$ cat config.mk
export PLATFORM = sky130hd
export DESIGN_NAME = sha256_msg_schedule
export DESIGN_NICKNAME = d
export VERILOG_FILES = /design/src/rtl/sha256_msg_schedule.sv
export SDC_FILE = /design/constraint.sdc
export NUM_CORES = 2
export LEC_CHECK = 0
export CAP_MARGIN = 15
export CORE_MARGIN = 10
export CORE_UTILIZATION = 57
export CTS_BUF_LIST = sky130_fd_sc_hd__clkbuf_8
export DETAILED_ROUTE_END_ITERATION = 6
export GPL_TIMING_DRIVEN = 0
export PLACE_DENSITY = 0.85
export SLEW_MARGIN = 25
export SYNTH_ARGS = -nofsm -noshare
export SYNTH_HDL_FRONTEND = slang
export SYNTH_SLANG_ARGS = --single-unit
$ cat constraint.sdc
create_clock -name clk -period 33.1 [get_ports clk]
set_input_delay 3.31 -clock clk [delete_from_list [all_inputs] [get_ports clk]]
set_output_delay 3.31 -clock clk [all_outputs]
set_load 0.01 [all_outputs]
$ cat src/rtl/sha256_msg_schedule.sv
// ============================================================================
// Module   : sha256_msg_schedule
// Purpose  : SHA-256 message schedule; streams W[0..63] from one 512-bit block
//            using a 16-word sliding window, one word per unstalled cycle.
// Revision : 1.0  initial release
// ============================================================================
`default_nettype none

module sha256_msg_schedule (
    input  logic         clk,
    input  logic         rst,
    input  logic [511:0] processedMsg,
    input  logic         beginSchedule,
    input  logic         stall,
    output logic [31:0]  wordOut,
    output logic [5:0]   wordIdx,
    output logic         wordValid,
    output logic         done
);

    localparam logic [1:0] c_st_idle   = 2'd0;
    localparam logic [1:0] c_st_expand = 2'd1;
    localparam logic [1:0] c_st_done   = 2'd2;

    logic [1:0]  state_q, state_d;
    logic [31:0] w_q [16];
    logic [31:0] w_d [16];
    logic [5:0]  t_q, t_d;
    logic [31:0] word_out_q, word_out_d;
    logic [5:0]  word_idx_q, word_idx_d;
    logic        word_valid_q, word_valid_d;
    logic        done_q, done_d;
    logic [31:0] new_word;

    function automatic logic [31:0] sigma0(input logic [31:0] x);
        sigma0 = {x[6:0], x[31:7]} ^ {x[17:0], x[31:18]} ^ (x >> 3);
    endfunction

    function automatic logic [31:0] sigma1(input logic [31:0] x);
        sigma1 = {x[16:0], x[31:17]} ^ {x[18:0], x[31:19]} ^ (x >> 10);
    endfunction

    assign new_word = sigma1(w_q[14]) + w_q[9] + sigma0(w_q[1]) + w_q[0];

    always_comb begin
        state_d      = state_q;
        t_d          = t_q;
        word_out_d   = word_out_q;
        word_idx_d   = word_idx_q;
        word_valid_d = word_valid_q;
        done_d       = done_q;
        for (int i = 0; i < 16; i++) begin
            w_d[i] = w_q[i];
        end

        case (state_q)
            c_st_idle, c_st_done: begin
                if (beginSchedule) begin
                    for (int i = 0; i < 16; i++) begin
                        w_d[i] = processedMsg[511 - 32*i -: 32];
                    end
                    t_d          = 6'd0;
                    state_d      = c_st_expand;
                    word_out_d   = processedMsg[511:480];
                    word_idx_d   = 6'd0;
                    word_valid_d = 1'b1;
                    done_d       = 1'b0;
                end
            end
            c_st_expand: begin
                if (!stall) begin
                    if (t_q == 6'd63) begin
                        // Last word already presented: stop without wrapping t.
                        state_d      = c_st_done;
                        word_valid_d = 1'b0;
                        done_d       = 1'b1;
                    end else begin
                        for (int i = 0; i < 15; i++) begin
                            w_d[i] = w_q[i+1];
                        end
                        w_d[15]      = new_word;
                        t_d          = t_q + 6'd1;
                        word_out_d   = w_q[1];
                        word_idx_d   = t_q + 6'd1;
                        word_valid_d = 1'b1;
                    end
                end
            end
            default: begin
                state_d      = c_st_idle;
                word_valid_d = 1'b0;
                done_d       = 1'b0;
            end
        endcase
    end

    always_ff @(posedge clk or posedge rst) begin
        if (rst) begin
            state_q      <= c_st_idle;
            t_q          <= 6'd0;
            word_out_q   <= 32'd0;
            word_idx_q   <= 6'd0;
            word_valid_q <= 1'b0;
            done_q       <= 1'b0;
            for (int i = 0; i < 16; i++) begin
                w_q[i] <= 32'd0;
            end
        end else begin
            state_q      <= state_d;
            t_q          <= t_d;
            word_out_q   <= word_out_d;
            word_idx_q   <= word_idx_d;
            word_valid_q <= word_valid_d;
            done_q       <= done_d;
            for (int i = 0; i < 16; i++) begin
                w_q[i] <= w_d[i];
            end
        end
    end

    assign wordOut   = word_out_q;
    assign wordIdx   = word_idx_q;
    assign wordValid = word_valid_q;
    assign done      = done_q;

endmodule

`default_nettype wire
Yosys cells after proc, flatten, opt, wreduce, memory -nomap -nowiden:

Index checks and enable logic that the tools add are counted.

* add/sub/neg operators: 4
* mux-type cells: 24
* equal/unequal tests: 7
* bitwise operators: 4
* reduce and logical (&&, ||, !) cells: 6

Operators with widths (number)
* $mux W512: 3
* $pmux W512 S2: 1
* $add A32 B32 Y32: 3
* $mux W32: 3
* $pmux W32 S2: 1
* $xor A32 B32 Y32: 2
* $xor A32 B22 Y32: 1
* $xor A32 B29 Y32: 1
* $mux W6: 3
* $pmux W6 S2: 1
* $ne A2 B2 Y1 const B: 4
* $add A6 B1 Y6 const B: 1
* $eq A6 B6 Y1 const B: 1
* $mux W1: 6
* $mux W2: 3
* $pmux W1 S2: 2
* $pmux W2 S2: 1
* $reduce_and A4 Y1: 1
* $reduce_and A3 Y1: 1
* $eq A2 B1 Y1 const B: 1
* $eq A2 B2 Y1 const B: 1
* $logic_not A2 Y1: 1
* $reduce_and A2 Y1: 1
* $reduce_bool A2 Y1: 1
* $reduce_or A2 Y1: 1

* word-level logic and storage cells: 66
* register bits after elaboration: 554

Longest topological paths before layout:

* word-level depth: 8
* gate-level depth with buffers: 16

Worst setup path before layout:

Ideal clock, no wire load.

* kind: input to register
* from: input stall
* to: register word_idx_q[0] (netlist: wordIdx[0])
* stages on the path: 6
* arrival: 4548 ps
* path slack: 28419 ps
* path through: nand3b_1 > o21ai_0 > a21oi_1 > clkbuf_1 > clkbuf_1 > a21oi_1

* cells in the longest elaborated chain, start to end: 2

RTL lines
* from (decl): RTL line 14 `input logic stall,`
* $ne A2 B2 Y1 (no line)
* $reduce_and A4 Y1 (no line)
* to (signal assigned): RTL line 112 `word_idx_q <= word_idx_d;`
* to (decl): RTL line 30 `logic [5:0] word_idx_q, word_idx_d;`

Every way passes these cells.
A chain may end at the register's enable or synchronous reset.

Worst setup path after layout:

* from: input stall
* to: register w_q[271] (netlist name)

* cells in the longest elaborated chain, start to end: 2

RTL lines
* $ne A2 B2 Y1 (no line)
* $reduce_and A4 Y1 (no line)
* to (signal, indexed assignment): RTL line 116 `w_q[i] <= w_d[i];`
* to (decl): RTL line 26 `logic [31:0] w_q [16];`

Every way passes these cells.

==> impl_metrics.py <==
metrics = {
    "power_and_ir_drop": {
        "ir_drop_mv": 0.137,
        "p_leak_nw": 13.6,
        "p_per_area_nw_per_um2": 136,
        "power_mw": 4.59,
    },
    "grt": {
        "grt_pass1_wl_mm": 163,
        "antenna_found_initial": 31,
        "gr-usage-all-layers_pct": 41.1,
        "grt_max_degree": 103,
        "overflow": 0,
        "grt_pass1_vias": 25800,
    },
    "setup_path": {
        "worst-path-stages": 8,
        "crit_path_start": "stall",
        "rr_startpoint": "w_q[50]",
        "cp_slowest_stage_delay_ns": 0.67,
        "required_ns": 33.69,
        "critPathBufInv": 3,
        "critPathCaptureType": "flip-flop",
        "worstSetupStartpointType": "primary input",
        "r2r_cells": 16,
        "crit_fanout": 10,
        "slowest_stage": "a21oi_2",
        "setup.worst_path.end": "w_q[271]",
        "crit-reg2reg-capture": "w_q[27]",
        "path_cells": "clkdlybuf4s50_1, nand3b_1, o21ai_0, a21oi_2, clkbuf_1, clkbuf_1, nor2_1, nor2_1",
        "cp.arrival_ns": 6.21,
        "cp_top_family": "buffers and inverters",
        "worst-r2r-setup-slack_ns": 27.81,
        "path_class": "primary input to flip-flop",
    },
    "clock_network": {
        "hold_buffers": 0,
        "clkSlewWorstSetupHoldPaths_ns": 0.06,
        "clock_path_buffers": 3,
        "cts_root_buffer": "clkbuf_8",
        "numCtsBuffers": 85,
        "htree_levels": 3,
        "cts_resized": 0,
        "cts_sinks": 521,
        "cts_setup_buffers": 0,
        "tritoncts": "built",
        "clk_latency_ns": 0.70,
    },
    "drt": {
        "num_vias": 25800,
        "ant_nets": 0,
        "avgViaCountPerCell": 6.27,
        "drt_drc_violations_left": 0,
        "drt_iter0_drc": 3522,
        "first_pass_iters": 6,
        "route.detailed.wl_per_inst_um": 27.8,
        "wirelength_mm": 114,
    },
    "layout": {
        "utilization_pct": 76.2,
        "area_growth_pct": 32.1,
        "final_common_cell": "nor2_1",
        "drive_gt1_share_pct": 4.83,
        "layout_common_cells": "nor2_1 (869), clkdlybuf4s50_1 (555), dfrtp_1 (521)",
        "nFillCells": 3058,
        "final_area_um2": 33800,
        "fin_cells": 4117,
        "fin_nets": 4053,
    },
    "sta": {
        "slew_violations": 0,
        "rsz0062_at_grt": "false",
        "final_period_minus_worst_setup_slack_ns": 5.62,
        "slew_headroom_pct": 33.1,
        "hold_slack_ns": 0.510,
        "setup_violations": 0,
        "layout_setup_ws_ns": 27.48,
        "period_share_pct": 17.0,
        "worst_pin_slew_ns": 0.997,
        "finalHoldViolations": 0,
        "fmax_mhz": 178,
        "clock_skew_ns": 0.0497,
        "setup-tns-final_ns": 0,
    },
    "die": {
        "std_cell_rows": 77,
        "ios": 556,
        "die_w_um": 232,
        "die_area_um2": 53700,
        "coreArea_um2": 44300,
        "start_util_pct": 57.7,
        "die_y_um": 232,
    },
    "flow_run": {
        "maxCapViolations": 0,
    },
    "logic_synthesis": {
        "ys.flop_type": "dfrtp_1",
        "synth_area_leaders": "dfrtp_1 (51%), nor2_1 (13%), o22ai_1 (12%)",
        "ys_ff_latch": 521,
        "netlist-cell-type-count": 49,
        "yosysTopAreaCell": "dfrtp_1",
        "syn_nets": 3405,
        "syn_inst": 2795,
        "yosys.area.top_type_share_pct": 51.0,
        "ys_seq_area_share_pct": 51.0,
        "synth_warnings": 0,
        "synth_edf_count": 0,
        "async_flop_share_pct": 100,
        "avgSynthCellArea_um2": 9.15,
        "synth_area_um2": 25600,
    },
    "placement": {
        "placed_cell_area_um2": 32000,
        "dp_cells": 3948,
        "place_congestion": 1.07,
        "dp_worst_setup_slack_ns": 26.91,
        "port_buffers": 555,
        "dpl.hpwl_mm": 90.5,
    },
    "worst_hold_path": {
        "worstHoldPathType": "flip-flop to flip-flop",
    },
    "run_status": {
        "status": "completed",
    },
}
[layout make-up]
class / count / area (um^2) / share of cell area [%]
inverter: 128 / 488 / 1.45
multi-input combinational: 1883 / 10900 / 32.4
tap: 592 / 741 / 2.19
clock buffer: 102 / 1400 / 4.16
timing repair buffer: 561 / 5700 / 16.9
sequential: 521 / 13000 / 38.6
antenna: 23 / 57.6 / 0.170
clock inverter: 44 / 278 / 0.823
buffer: 263 / 1110 / 3.28
[cell families after synthesis]
group           count (synthesis)  share of synthesized area (%)
simple gates                  943                           14.3
fa+ha+maj                      94                           6.42
mux                             1                         0.0392
buf+inv                       391                           6.21
compound gates                697                           16.9
xor+xnor                      148                           5.07
flops                         521                           51.0
[cells in the mapped netlist, drive strengths merged, types with 3 or more instances]
master / n
a21oi: 92
o21ai: 49
nand4: 8
a22oi: 25
fa: 62
xor2: 56
nor3: 7
and3: 6
o22ai: 484
dfrtp: 521
xnor2: 92
ha: 32
o21bai: 4
nand2: 22
nand3: 11
nand2b: 4
buf: 36
nor2: 869
a21o: 14
a221oi: 4
clkbuf: 227
inv: 128
nand3b: 3
nor2b: 6
a31oi: 7
[worst reg2reg max path, stage by stage (launching register included)]
cell and delay, ns:
dfrtp_1 0.32, clkbuf_1 0.41, xor2_1 0.26, xnor2_1 0.17, fa_1 0.44, inv_1 0.08
fa_1 0.41, ha_1 0.23, fa_1 0.48, a21o_1 0.23, a221oi_2 0.45, nor3_1 0.18
a221o_1 0.49, a41oi_2 0.35, o21ai_1 0.14, xnor2_1 0.38, o21ai_1 0.12
[worst min-delay path by stage]
stage	slack, ns	start	depth (start not counted)	end
after floorplan	0.45	w_q[3]	2	w_q[3]
after global placement	0.47	wordValid	2	wordValid
after detailed placement	0.49	wordValid	2	wordValid
after CTS	0.50	w_q[210]	2	w_q[242]
after global routing	0.53	w_q[190]	2	w_q[190]
final	0.51	w_q[255]	2	w_q[255]
[sequential cells by signal, indices dropped and copies added (netlist names)]
name / flops
w_q: 511
wordIdx: 6
done: 1
state_q: 1
wordOut: 1
wordValid: 1
[report_power, final]
group,switching (mW),total [mW],internal [mW]
logic,1.94,3.03,1.10
clock network,0.275,0.572,0.297
registers,0.148,0.986,0.838
total,2.36,4.59,2.23
[layer usage]
layer  global-route usage [%]  wire length, um
met2                     65.2            52100
met3                     11.8            13500
met1                     49.0            40300
met5                        0              137
met4                     25.0             8210
Note: power is estimated with default switching activity, not from simulation.
==> variant 1: new RTL, config.mk and constraints unchanged <==
`t_q` no longer has a reset.
--- a/src/rtl/sha256_msg_schedule.sv
+++ b/src/rtl/sha256_msg_schedule.sv
@@ -99,3 +99,2 @@
             state_q      <= c_st_idle;
-            t_q          <= 6'd0;
             word_out_q   <= 32'd0;
@@ -109,3 +108,2 @@
             state_q      <= state_d;
-            t_q          <= t_d;
             word_out_q   <= word_out_d;
@@ -120,2 +118,6 @@
 
+    always_ff @(posedge clk) begin
+        t_q <= t_d;
+    end
+
     assign wordOut   = word_out_q;
Check against the original RTL: not settled (the Yosys comparison gave no result); the edit may change what the design does.
==> variant 1 against the original RTL <==
- the run now ends with DRC left
- worst setup slack improved by 15 ps
- critical path depth did not move
- synthesized area rose by 10%
- wire length is 0.85% higher
- maximum frequency rose by 0.26%
- non-clock buffer count increased by 57
- global-route usage down 3.1 points
- final area grew 8.1%
- sequential cell count is 6 higher
Power is not shown: default switching activity piles up to over one toggle a cycle in this logic, so the estimate is an artifact.
==> variant 1: results (changes against the original RTL) <==
qor: run_status.outcome finished with violations [was finished clean]
qor: run_status.violations_in_the_final_reports DRC
qor: global_routing.first_global_vias 27.9k [was 25.8k]
qor: drt.avgViaCountPerCell 5.94 [was 6.27]
qor: setup_path.reg2reg_setup_slack 28,250 ps [was 27,810 ps]
qor: global_routing.grt_start_max_net_pins 102 [was 103]
qor: setup_path.critPathSlowestCell sky130_fd_sc_hd__clkbuf_1 [was sky130_fd_sc_hd__a21oi_2]
qor: drt.postRouteWirelength 115,000 um [was 114,000 um]
qor: clock_tree.clk_pin_slew_worst_paths 60 ps [about the same]
qor: drt.avgRoutedWirePerCell 23.9 um [was 27.8 um]
qor: synth.synth_sequential_area_ratio 46.9% [was 51.0%]
qor: synth.async_reset_ff_share 98.9% [was 100%]
qor: global_routing.global_route_wire_length_before_repair 170,000 um [was 163,000 um]
qor: clock_tree.clock_buffers_created_by_tritoncts 88 [was 85]
qor: drt.number_of_drc_violations_after_detailed_routing 4 [was 0]
qor: global_routing.initial_antenna_violation_count 25 [was 31]
qor: global_routing.grt.total_usage 37.9% [was 41.1%]
qor: setup_path.r2r_start w_q[43]$_DFFE_PP0P_ [was w_q[50]$_DFFE_PP0P_]
qor: setup_path.worst_path_largest_cell_delay 690 ps [was 670 ps]
qor: timing.final.setup_skew 44.3 ps [was 49.7 ps]
qor: synth.synth_edf_count 6 [was 0]
qor: drt.detailed_routing_iterations_pass_1 7 [was 6]
qor: setup_path.r2r-end w_q[21]$_DFFE_PP0P_ [was w_q[27]$_DFFE_PP0P_]
qor: synth.syn_area_per_cell 8.22 um^2 [was 9.15 um^2]
qor: finish.post_route_cells_drive_above_1_share 6.53% [was 4.83%]
qor: finish.final.fill_count 3,696 [was 3,058]
qor: placement.gp_congestion 1.04 [was 1.07]
qor: synth.synth.net_count 4,038 [was 3,405]
qor: worst_hold_path.min_to wordIdx[3]$_DFFE_PP0P_ [was w_q[255]$_DFFE_PP0P_]
qor: synth.yosys.cell_types.count 55 [was 49]
qor: setup_path.rr_worst_depth 15 [was 16]
qor: worst_hold_path.min-delay-start wordIdx[3]$_DFFE_PP0P_ [was w_q[255]$_DFFE_PP0P_]
qor: timing.worst_slew_margin_rel 25.7% [was 33.1%]
qor: placement.dp_cells 4,652 [was 3,948]
qor: synth.netlist_top_cells_area sky130_fd_sc_hd__dfrtp_1, sky130_fd_sc_hd__nand2_1, sky130_fd_sc_hd__a31oi_1 [was sky130_fd_sc_hd__dfrtp_1, sky130_fd_sc_hd__nor2_1, sky130_fd_sc_hd__o22ai_1]
qor: drt.first_iter_violations 3,824 [was 3,522]
qor: finish.num-nets-final 4,688 [was 4,053]
-- variant 1: cell count changes after synthesis, sizes merged, moves of 5 or more --
cell    delta
clkbuf    -34
a22oi     -21
and3       +5
inv        -6
edfxtp     +6
o21ai     -13
a21oi     -40
buf       +92
o22ai    -481
or3        +6
nand2    +986
nor2     -354
a31oi    +488
-- variant 1: worst min-delay path, stage by stage (launching register included) --
cell and delay, ps:
sky130_fd_sc_hd__dfrtp_1 340, sky130_fd_sc_hd__nand2_1 50, sky130_fd_sc_hd__nand2_1 50
-- variant 1: cells by family after synthesis --
logic type               synth area share (%)
adder cells (fa/ha/maj)                  5.83
buffers and inverters                    6.75
multiplexers                            0.195
AO/OA/AOI/OAI                            14.2
AND/OR/NAND/NOR                          21.5
XOR/XNOR                                 4.66
flip-flops                               46.9
-- variant 1: worst max path at each step --
stage,slack (ps),start,endpoint,cells past startpoint
5_1_grt,27430,stall,w_q[6]$_DFFE_PP0P_,8
3_5_place_dp,27020,stall,w_q[506]$_DFFE_PP0P_,8
6_report,27500,stall,w_q[506]$_DFFE_PP0P_,8
3_3_place_gp,9520,rst,w_q[130]$_DFFE_PP0P_,2
4_1_cts,27710,stall,w_q[506]$_DFFE_PP0P_,8
2_1_floorplan,15240,rst,done$_DFFE_PP0P_,1
-- variant 1: final cells by class --
type                       count  share of cell area (%)
inverter                     122                    1.28
multi-input combinational   2458                    35.8
sequential                   527                    36.2
antenna                       20                   0.137
buffer                       321                    3.95
clock buffer                 111                    4.19
timing repair buffer         560                    15.6
tap                          664                    2.28
clock inverter                35                   0.607
-- variant 1: per-layer routing --
layer,track usage [%],vias to the layer above,wire length [um]
met1,46.1,13500,41700
met2,60.5,2112,52800
li1,-,12600,-
met5,0,-,61
met4,21.9,8,7230
met3,9.72,411,13400
-- variant 1: stage by stage --
| stage | cell area (um^2) | util (%) | hold slack (ps) | setup slack (ps) |
|---|---|---|---|---|
| detailed placement | 34700 | 70.9 | 464 | 27020 |
| CTS | 36400 | 74.5 | 478 | 27710 |
| finish | 36500 | 74.6 | 473 | 27500 |
| global placement | 34600 | 70.6 | 452 | 9520 |
| global route | 36500 | 74.5 | 486 | 27430 |
| floorplan | 28200 | - | 450 | 15240 |
==> variant 2: new RTL, same settings <==
Made on the original files. Reset style: synchronous (`rst`), changed in one clocked block.
--- a/src/rtl/sha256_msg_schedule.sv
+++ b/src/rtl/sha256_msg_schedule.sv
@@ -96,3 +96,3 @@
 
-    always_ff @(posedge clk or posedge rst) begin
+    always_ff @(posedge clk) begin
         if (rst) begin
Formal check against the unedited RTL: differs if rst is asserted again (counterexample within 4 cycles, from zero or initial values and one cycle with rst high); with rst held inactive, the same outputs for 4 cycles.
==> variant 2 against the original RTL <==
- the flow now finishes with violations (DRC)
- maximum frequency up 0.17%
- wire length down 2.4%
- register-to-register slack worse by 60 ps
- synthesized area down 0.36%
- count of clock-buffer cells in the layout down 6
- worst setup slack better by 9.3 ps
- global-route usage down 0.95 points
- final cell count up 14%
- utilization down 0.80 points
- final area down 1.3%
- sequential cell count unchanged
- critical endpoint is now w_q[0][447]$_SDFFE_PP0P_
- largest cell class is now multi-input gates
Power is not compared: it rests on default switching activity, and its combinational part moved more than twofold at a synthesized area within 25%.
==> variant 2: results (changes against the original RTL) <==
qor: run_status.outcome finished with violations [was finished clean]
qor: global_routing.grt.total_usage 40.1% [was 41.1%]
qor: synth.async_reset_ff_share 0% [was 100%]
qor: finish.num-nets-final 4,639 [was 4,053]
qor: global_routing.first_global_vias 26.8k [was 25.8k]
qor: placement.io_buffer_count 554 [was 555]
qor: drt.postRouteWirelength 111,000 um [was 114,000 um]
qor: placement.dp_hpwl 89,700 um [was 90,500 um]
qor: drt.detailed_routing_iterations_pass_1 7 [was 6]
qor: timing.final.setup_skew 33.4 ps [was 49.7 ps]
qor: setup_path.r2r_start w_q[0][467]$_SDFFE_PP0P_ [was w_q[50]$_DFFE_PP0P_]
qor: clock_tree.clock_buffers_created_by_tritoncts 82 [was 85]
qor: drt.first_iter_violations 3,870 [was 3,522]
qor: global_routing.global_route_wire_length_before_repair 163,000 um [about the same]
qor: drt.number_of_drc_violations_after_detailed_routing 6 [was 0]
qor: synth.netlist_top_cells_area sky130_fd_sc_hd__dfxtp_1, sky130_fd_sc_hd__nor2_1, sky130_fd_sc_hd__nor4_1 [was sky130_fd_sc_hd__dfrtp_1, sky130_fd_sc_hd__nor2_1, sky130_fd_sc_hd__o22ai_1]
qor: synth.synth_sequential_area_ratio 40.9% [was 51.0%]
qor: synth.yosys.cell_types.count 65 [was 49]
qor: finish.post_route_cells_drive_above_1_share 5.10% [was 4.83%]
qor: drt.dr_total_vias 27.9k [was 25.8k]
qor: synth.post-synth-top-area-cell sky130_fd_sc_hd__dfxtp_1 [was sky130_fd_sc_hd__dfrtp_1]
qor: setup_path.critPathSlowestCell sky130_fd_sc_hd__clkbuf_1 [was sky130_fd_sc_hd__a21oi_2]
qor: global_routing.initial_antenna_violation_count 21 [was 31]
qor: setup_path.critical_path.startpoint beginSchedule [was stall]
qor: setup_path.crit_path_dat 6170 ps [was 6210 ps]
qor: timing.worst_slew_margin_rel 38.8% [was 33.1%]
qor: placement.gp_congestion 1.03 [was 1.07]
qor: run_status.violations_in_the_final_reports DRC
qor: synth.synth.cells.most_frequent sky130_fd_sc_hd__nor2_1, sky130_fd_sc_hd__dfxtp_1, sky130_fd_sc_hd__nor4_1 [was sky130_fd_sc_hd__nor2_1, sky130_fd_sc_hd__dfrtp_1, sky130_fd_sc_hd__o22ai_1]
qor: synth.synth-main-ff-cell sky130_fd_sc_hd__dfxtp_1 [was sky130_fd_sc_hd__dfrtp_1]
qor: finish.largest_reg_flops 481 [was 511]
qor: synth.synth.net_count 4,001 [was 3,405]
[variant 2: changes by cell type after synthesis, sizes merged, moves of 50 or more]
cell,delta
a21oi,-50
buf,+51
dfrtp,-521
dfxtp,+521
nor2,+570
nor4,+435
o22ai,-471
[variant 2: kinds of logic after synthesis]
family                   after synthesis  synth area share, %
AO/OA/AOI/OAI                        205                 6.10
XOR/XNOR                             147                 5.05
adder cells (fa/ha/maj)               94                 6.44
buffers and inverters                453                 7.55
flip-flops                           521                 40.9
AND/OR/NAND/NOR                     1971                 33.9
[variant 2: final timing paths]
kind / endpoint / slack [ps] / cells after the start
max: w_q[0][447]$_SDFFE_PP0P_ / 27490 / 9
max reg2reg: w_q[0][507]$_SDFFE_PP0P_ / 27750 / 15
min: w_q[0][483]$_SDFFE_PP0P_ / 480 / 2
min reg2reg: w_q[0][483]$_SDFFE_PP0P_ / 480 / 2
[variant 2: metrics by stage]
stage	std cells	setup slack (ps)	hold WS, ps	instance area, um^2
final	4694	27490	475	33300
after CTS	4673	27640	466	33300
after detailed placement	4537	26950	458	31800
after global placement	4537	26970	444	31800
after global routing	4693	27450	500	33300
after floorplan	3391	28500	432	25500
[variant 2: final cells by class]
type,instances,area share [%]
Timing Repair Buffer,554,16.6
Clock inverter,40,0.619
Antenna cell,21,0.158
Inverter,134,1.51
Tap cell,592,2.22
Clock buffer,96,3.96
Sequential cell,521,31.3
Multi-Input combinational cell,2417,39.3
Buffer,319,4.26
[variant 2: critical path: cells and delay by family]
| family | cells | cell delay, ps |
|---|---|---|
| and+or+nand+nor | 4 | 650 |
| buffers and inverters | 5 | 2190 |
[variant 2: power groups by stage]
stage	sequential [W]	clock, W	combinational (W)
after floorplan	0.000734	0	0.000575
after global placement	0.000753	0	0.000872
after detailed placement	0.000754	0	0.000875
after CTS	0.000742	0.000523	0.000881
after global routing	0.000749	0.000555	0.000971
final	0.000745	0.000529	0.000903
[variant 2: per-layer routing]
layer | vias up | global-route usage [%] | share of wire, % | routed length, um
met1 | 13100 | 50.1 | 37 | 40800
met2 | 1950 | 62.2 | 45 | 50200
met3 | 339 | 11.8 | 13 | 14500
li1 | 12500 | - | - | -
met4 | 0 | 20.3 | 5.4 | 6010
met5 | - | 0 | 0 | 0
